--- src/rtl/ps2_keyboard_tx.sv ---
// PS/2 device-side transmitter (keyboard emulator).
// Key events are queued in a small FIFO, expanded to set-2 make/break byte
// sequences, and serialized as 11-bit PS/2 frames on ps2_clk/ps2_data.
// Optional build macro: PS2_TX_ASCII_MAP_EN translates ASCII key_code values
// to set-2 codes at push time and drops unmapped characters.
module ps2_keyboard_tx #(
  parameter int CLK_DIV    = 50,
  parameter int GAP_CYC    = 200,
  parameter int FIFO_DEPTH = 4
) (
  input  logic       clk,
  input  logic       rst,
  input  logic       key_valid,
  input  logic [7:0] key_code,
  input  logic       key_release,
  output logic       key_ready,
  output logic       ps2_clk,
  output logic       ps2_data,
  output logic       busy,
  output logic       tx_done,
  output logic [7:0] break_cnt
);

  localparam int DW = $clog2(2 * CLK_DIV);
  localparam int AW = $clog2(FIFO_DEPTH);
  localparam int CW = AW + 1;
  localparam logic [DW-1:0] HALF      = DW'(CLK_DIV);
  localparam logic [DW-1:0] SLOT_LAST = DW'(2 * CLK_DIV - 1);
  localparam logic [15:0]   GAP_LAST  = 16'(GAP_CYC - 1);
  localparam logic [CW-1:0] FULL_CNT  = CW'(FIFO_DEPTH);

  typedef enum logic [2:0] {IDLE, START, DATA, PARITY, STOP, GAP} state_t;

  state_t          state, state_next;
  logic [8:0]      mem [FIFO_DEPTH];
  logic [AW-1:0]   wr_ptr, rd_ptr;
  logic [CW-1:0]   count;
  logic            fifo_empty;
  logic            push, pop;
  logic            map_hit;
  logic [7:0]      push_code;
  logic [8:0]      rd_entry;

  logic [7:0]      tx_byte, code_q;
  logic            pending_code, cur_release;
  logic [2:0]      bit_idx;
  logic [DW-1:0]   div_cnt;
  logic [15:0]     gap_cnt;
  logic            slot_end, gap_end, in_slot;
  logic            load_code, inc_break, done_now;
  logic            line_clk, line_data;

`ifdef PS2_TX_ASCII_MAP_EN
  // ASCII digit / lowercase letter to set-2 make code; bit 8 flags a hit
  function automatic logic [8:0] ascii_to_set2(input logic [7:0] a);
    logic [8:0] r;
    r = '0;
    case (a)
      8'h30: r = 9'h145;  8'h31: r = 9'h116;  8'h32: r = 9'h11E;
      8'h33: r = 9'h126;  8'h34: r = 9'h125;  8'h35: r = 9'h12E;
      8'h36: r = 9'h136;  8'h37: r = 9'h13D;  8'h38: r = 9'h13E;
      8'h39: r = 9'h146;
      8'h61: r = 9'h11C;  8'h62: r = 9'h132;  8'h63: r = 9'h121;
      8'h64: r = 9'h123;  8'h65: r = 9'h124;  8'h66: r = 9'h12B;
      8'h67: r = 9'h134;  8'h68: r = 9'h133;  8'h69: r = 9'h143;
      8'h6A: r = 9'h13B;  8'h6B: r = 9'h142;  8'h6C: r = 9'h14B;
      8'h6D: r = 9'h13A;  8'h6E: r = 9'h131;  8'h6F: r = 9'h144;
      8'h70: r = 9'h14D;  8'h71: r = 9'h115;  8'h72: r = 9'h12D;
      8'h73: r = 9'h11B;  8'h74: r = 9'h12C;  8'h75: r = 9'h13C;
      8'h76: r = 9'h12A;  8'h77: r = 9'h11D;  8'h78: r = 9'h122;
      8'h79: r = 9'h135;  8'h7A: r = 9'h11A;
      default: r = '0;
    endcase
    return r;
  endfunction

  assign {map_hit, push_code} = ascii_to_set2(key_code);
`else
  assign map_hit   = 1'b1;
  assign push_code = key_code;
`endif

  assign fifo_empty = (count == '0);
  assign key_ready  = (count != FULL_CNT);
  assign push       = key_valid && key_ready && map_hit;
  assign rd_entry   = mem[rd_ptr];
  assign busy       = (state != IDLE) || !fifo_empty;

  // FIFO storage array
  always_ff @(posedge clk) begin
    if (push) mem[wr_ptr] <= {key_release, push_code};
  end

  // FIFO pointers and occupancy; simultaneous push and pop leave count unchanged
  always_ff @(posedge clk) begin
    if (rst) begin
      wr_ptr <= '0;
      rd_ptr <= '0;
      count  <= '0;
    end else begin
      if (push) wr_ptr <= wr_ptr + 1'b1;
      if (pop)  rd_ptr <= rd_ptr + 1'b1;
      case ({push, pop})
        2'b10:   count <= count + 1'b1;
        2'b01:   count <= count - 1'b1;
        default: count <= count;
      endcase
    end
  end

  assign in_slot  = (state == START) || (state == DATA) ||
                    (state == PARITY) || (state == STOP);
  assign slot_end = (div_cnt == SLOT_LAST);
  assign gap_end  = (gap_cnt == GAP_LAST);

  // FSM state register
  always_ff @(posedge clk) begin
    if (rst) state <= IDLE;
    else     state <= state_next;
  end

  // Next-state, FIFO pop, frame sequencing and line values for the current slot
  always_comb begin
    state_next = state;
    pop        = 1'b0;
    load_code  = 1'b0;
    inc_break  = 1'b0;
    done_now   = 1'b0;
    line_clk   = 1'b1;
    line_data  = 1'b1;
    if (in_slot) line_clk = (div_cnt < HALF);
    case (state)
      IDLE: begin
        if (!fifo_empty) begin
          pop        = 1'b1;
          state_next = START;
        end
      end
      START: begin
        line_data = 1'b0;
        if (slot_end) state_next = DATA;
      end
      DATA: begin
        line_data = tx_byte[bit_idx];
        if (slot_end && bit_idx == 3'd7) state_next = PARITY;
      end
      PARITY: begin
        line_data = ~^tx_byte;
        if (slot_end) state_next = STOP;
      end
      STOP: begin
        line_data = 1'b1;
        if (slot_end) begin
          done_now   = 1'b1;
          state_next = GAP;
        end
      end
      GAP: begin
        if (gap_end) begin
          if (pending_code) begin
            load_code  = 1'b1;
            state_next = START;
          end else begin
            inc_break  = cur_release;
            state_next = IDLE;
          end
        end
      end
      default: state_next = IDLE;
    endcase
  end

  // Datapath: byte selection, slot/bit/gap counters, break counter
  always_ff @(posedge clk) begin
    if (rst) begin
      tx_byte      <= '0;
      code_q       <= '0;
      pending_code <= 1'b0;
      cur_release  <= 1'b0;
      bit_idx      <= '0;
      div_cnt      <= '0;
      gap_cnt      <= '0;
      break_cnt    <= '0;
    end else begin
      if (pop) begin
        tx_byte      <= rd_entry[8] ? 8'hF0 : rd_entry[7:0];
        code_q       <= rd_entry[7:0];
        pending_code <= rd_entry[8];
        cur_release  <= rd_entry[8];
      end
      if (load_code) begin
        tx_byte      <= code_q;
        pending_code <= 1'b0;
      end
      if (inc_break) break_cnt <= break_cnt + 1'b1;
      div_cnt <= (in_slot && !slot_end) ? div_cnt + 1'b1 : '0;
      if (state != DATA)  bit_idx <= '0;
      else if (slot_end)  bit_idx <= bit_idx + 1'b1;
      gap_cnt <= (state == GAP && !gap_end) ? gap_cnt + 1'b1 : '0;
    end
  end

  // Registered line drivers: lines follow the FSM one cycle later, so a
  // push at edge T pops at T+1 and shows the start bit from T+2
  always_ff @(posedge clk) begin
    if (rst) begin
      ps2_clk  <= 1'b1;
      ps2_data <= 1'b1;
      tx_done  <= 1'b0;
    end else begin
      ps2_clk  <= line_clk;
      ps2_data <= line_data;
      tx_done  <= done_now;
    end
  end

endmodule
--- config.mk ---
export PLATFORM = sky130hd
export DESIGN_NAME = ps2_keyboard_tx
export DESIGN_NICKNAME = d
export VERILOG_FILES = /design/src/rtl/ps2_keyboard_tx.sv
export SDC_FILE = /design/constraint.sdc
export NUM_CORES = 1
export LEC_CHECK = 0
export ABC_AREA = 1
export BUFFER_PORTS_ARGS = -buffer_cell sky130_fd_sc_hd__buf_2
export CORE_MARGIN = 2
export CORE_UTILIZATION = 40
export DETAILED_ROUTE_END_ITERATION = 12
export HOLD_SLACK_MARGIN = 0.03
export SETUP_SLACK_MARGIN = 0.2
export SLEW_MARGIN = 25
export SYNTH_ARGS = -nofsm -noshare
export SYNTH_HDL_FRONTEND = slang
export SYNTH_SLANG_ARGS = --single-unit
--- constraint.sdc ---
create_clock -name clk -period 3.8 [get_ports clk]
set_input_delay 0.38 -clock clk [delete_from_list [all_inputs] [get_ports clk]]
set_output_delay 0.38 -clock clk [all_outputs]
set_load 0.01 [all_outputs]
==> reports/summary.txt <==
status: completed
CTS Root Cell: clkbuf_16
pwr/cell area: 630.0 nW/µm²
combinational power share: 27.0%
most common library cell in the layout ignoring fill and taps: nand2_1
core area: 11910 µm²
Resized cells post-CTS: 0
Worst Hold Class: in -> reg
latest clock arrival within the worst-skew pair: 0.36 ns
chip height: 114.1 µm
Pins Over Slew Limit: 0
Layout Nets: 649
fmax: 0.4254 GHz
total global routing overflow: 0
remaining antenna violation count after routing: 0
hold path start: key_code[1]
GR Util All Layers: 15.98%
multi-input logic area: 2057 µm²
GPL Wtd Cong: 0.8043
Seq pwr share: 42.7%
number of synthesized flops with an enable pin: 36
total power: 0.003397 W
Post-DP HPWL: 6.819 mm
Vias: 3820
Clk pwr share: 30.4%
Pleak: 2.132 nW
num rows: 40
Slew HR: 41.86%
antenna fix cells: 0
DRC Markers: 0
Worst Setup Start Kind: register
Syn-to-layout area delta: 11.28%
Internal Power: 0.002241 W
Async SR Flop Fraction: 0%
Hold WS: 0.2320 ns
fin crit share: 61.86%
Synth Instances: 605
worst-path maximum fanout: 23
drt pass-1 iters: 4
I/O pins: 25
post-synth cell types: 38
switching pwr: 0.001156 W
layout cells sized above 1: 10.14%
Crit path arrival time: 2.60 ns
DR WL/cell: 12.11 µm
switching share of power: 34.02%
VDD IR-drop max: 0.4726 mV
IO Port Bufs: 24
Ys Warns: 0
Net Count, Synth: 628
setup bufs post-CTS: 0
sequential area share after synthesis: 49.99%
Sink Count: 103
Routed WL: 9.423 mm
Yosys reg bits: 103
first-pass GRT wire length: 16.68 mm
most frequent cells in the layout: nand2_1 (144), nor2_1 (79), dfxtp_1 (67), inv_1 (66), nand3_1 (48)
Die W: 114.1 µm
critical path class: reg -> reg
number of max-cap violations: 0
# fillers: 1209
vias in the first global route: 3707
antenna violations before repair: 0
Worst Tran Pin Value: 0.8689 ns
die area: 13010 µm²
CP startpoint: state[0]
Reg clk slew, reported paths: 0.07 ns
Critical Path Sink Type: register
Post-Syn Area: 4846 µm²
Final Skew: 0.005592 ns
setup tns final: 0 ns
largest net degree at the start of global routing: 28
crit path time final: 2.351 ns
Synth Flop Type: dfxtp_1
cts bufs inserted: 9
Hold Fails Final Rpt: 0
CTS Buffer Depth: 2
Avg Synthesized Cell Area: 8.010 µm²
hold_buf cts: 0
CTS tree: yes
drt via density: 4.910
Seq. cell area: 2422 µm²
Initial DRC Count: 221
Worst Path Required: 4.05 ns
initial core utilization: 40.68%
setup violation total in the final timing report: 0
unrepaired setup endpoints after global routing: false
Reg-to-Reg Start: state[0]
htree depth: 3
[area by class of cell]
class | count | share of cell area [%]
repair buffers | 24 | 2.227
multi-input cells | 416 | 38.14
flip-flops and latches | 103 | 44.92
inverters | 72 | 5.104
clock buffers | 9 | 4.176
well taps | 147 | 3.411
clock inverters | 7 | 2.019
[registers in the layout, indices dropped and copies added (netlist names), 2 cells and up, named ones only]
signal / count
gap_cnt: 16
code_q: 8
break_cnt: 8
div_cnt: 7
tx_byte: 8
state: 3
bit_idx: 3
wr_ptr: 2
count: 3
mem: 36
rd_ptr: 2
[worst max-delay path: stages (launching register included)]
cell and delay, ns:
dfxtp_1 0.40, inv_1 0.13, nand2_2 0.10, nor2_2 0.06
nand2_2 0.20, inv_2 0.19, ha_1 0.27, fa_1 0.38
a21oi_1 0.14, o21ai_0 0.12, o21ai_0 0.20, a21oi_1 0.05
[cell usage after synthesis, drive strengths merged (2+ instances only)]
master / number / area [µm²]
a21oi: 33 / 168.9
a31oi: 9 / 56.30
buf: 10 / 76.32
clkbuf: 4 / 15.01
clkinv: 3 / 16.27
dfxtp: 67 / 1341
edfxtp: 36 / 1081
ha: 10 / 125.1
inv: 69 / 259.0
nand2: 149 / 571.8
nand3: 51 / 277.8
nand3b: 2 / 15.01
nand4: 11 / 68.82
nor2: 84 / 327.8
nor3: 12 / 70.07
nor3b: 4 / 30.03
o211ai: 5 / 37.54
o21ai: 23 / 115.1
or2: 4 / 25.02
xnor2: 7 / 61.31
xor2: 6 / 52.55
[routing by layer]
layer,GRT usage (%),wire [µm],share of wire (%),vias to the layer above
met4,6.260,131,1.4,0
met5,0,0,0,-
met1,19.51,4377,46,1737
met3,4.553,377,4.0,8
li1,-,-,-,2019
met2,26.75,4537,48,56
[power by group through the flow]
stage | registers, W | clock network (W) | logic, W
6_report | 0.00145 | 0.00103 | 0.000916
5_1_grt | 0.00148 | 0.00111 | 0.00109
4_1_cts | 0.00145 | 0.00107 | 0.000925
3_5_place_dp | 0.00148 | 0 | 0.000920
3_3_place_gp | 0.00147 | 0 | 0.000894
2_1_floorplan | 0.00143 | 0 | 0.000795
[worst paths after layout]
check / end / slack, ns / cells after the start
worst min register to register: div_cnt[0] / 0.45 / 1
worst max register to register: count[2] / 1.45 / 11
worst max-delay path: count[2] / 1.45 / 11
worst min-delay path: mem[1][1] / 0.23 / 1
[metrics by stage]
stage,instances,instance area [µm²],worst slack [ns],util (%)
finish,778,5393,1.449,45.27
global route,778,5393,1.212,45.27
CTS,778,5393,1.444,45.27
detailed placement,762,5059,1.455,42.47
global placement,762,5059,1.598,42.47
floorplan,605,4846,1.842,-
[kinds of logic (layout without fill, tap and decap cells)]
family / Yosys count / after routing / share of synthesized area [%]
adder cells (fa/ha/maj): 11 / 11 / 2.995
AND/OR/NAND/NOR: 319 / 319 / 28.87
AO/OA/AOI/OAI: 73 / 73 / 8.237
XOR/XNOR: 13 / 13 / 2.350
flip-flops: 103 / 103 / 49.99
buffers and inverters: 86 / 112 / 7.565
No activity file was read; power rests on OpenSTA's default activity.
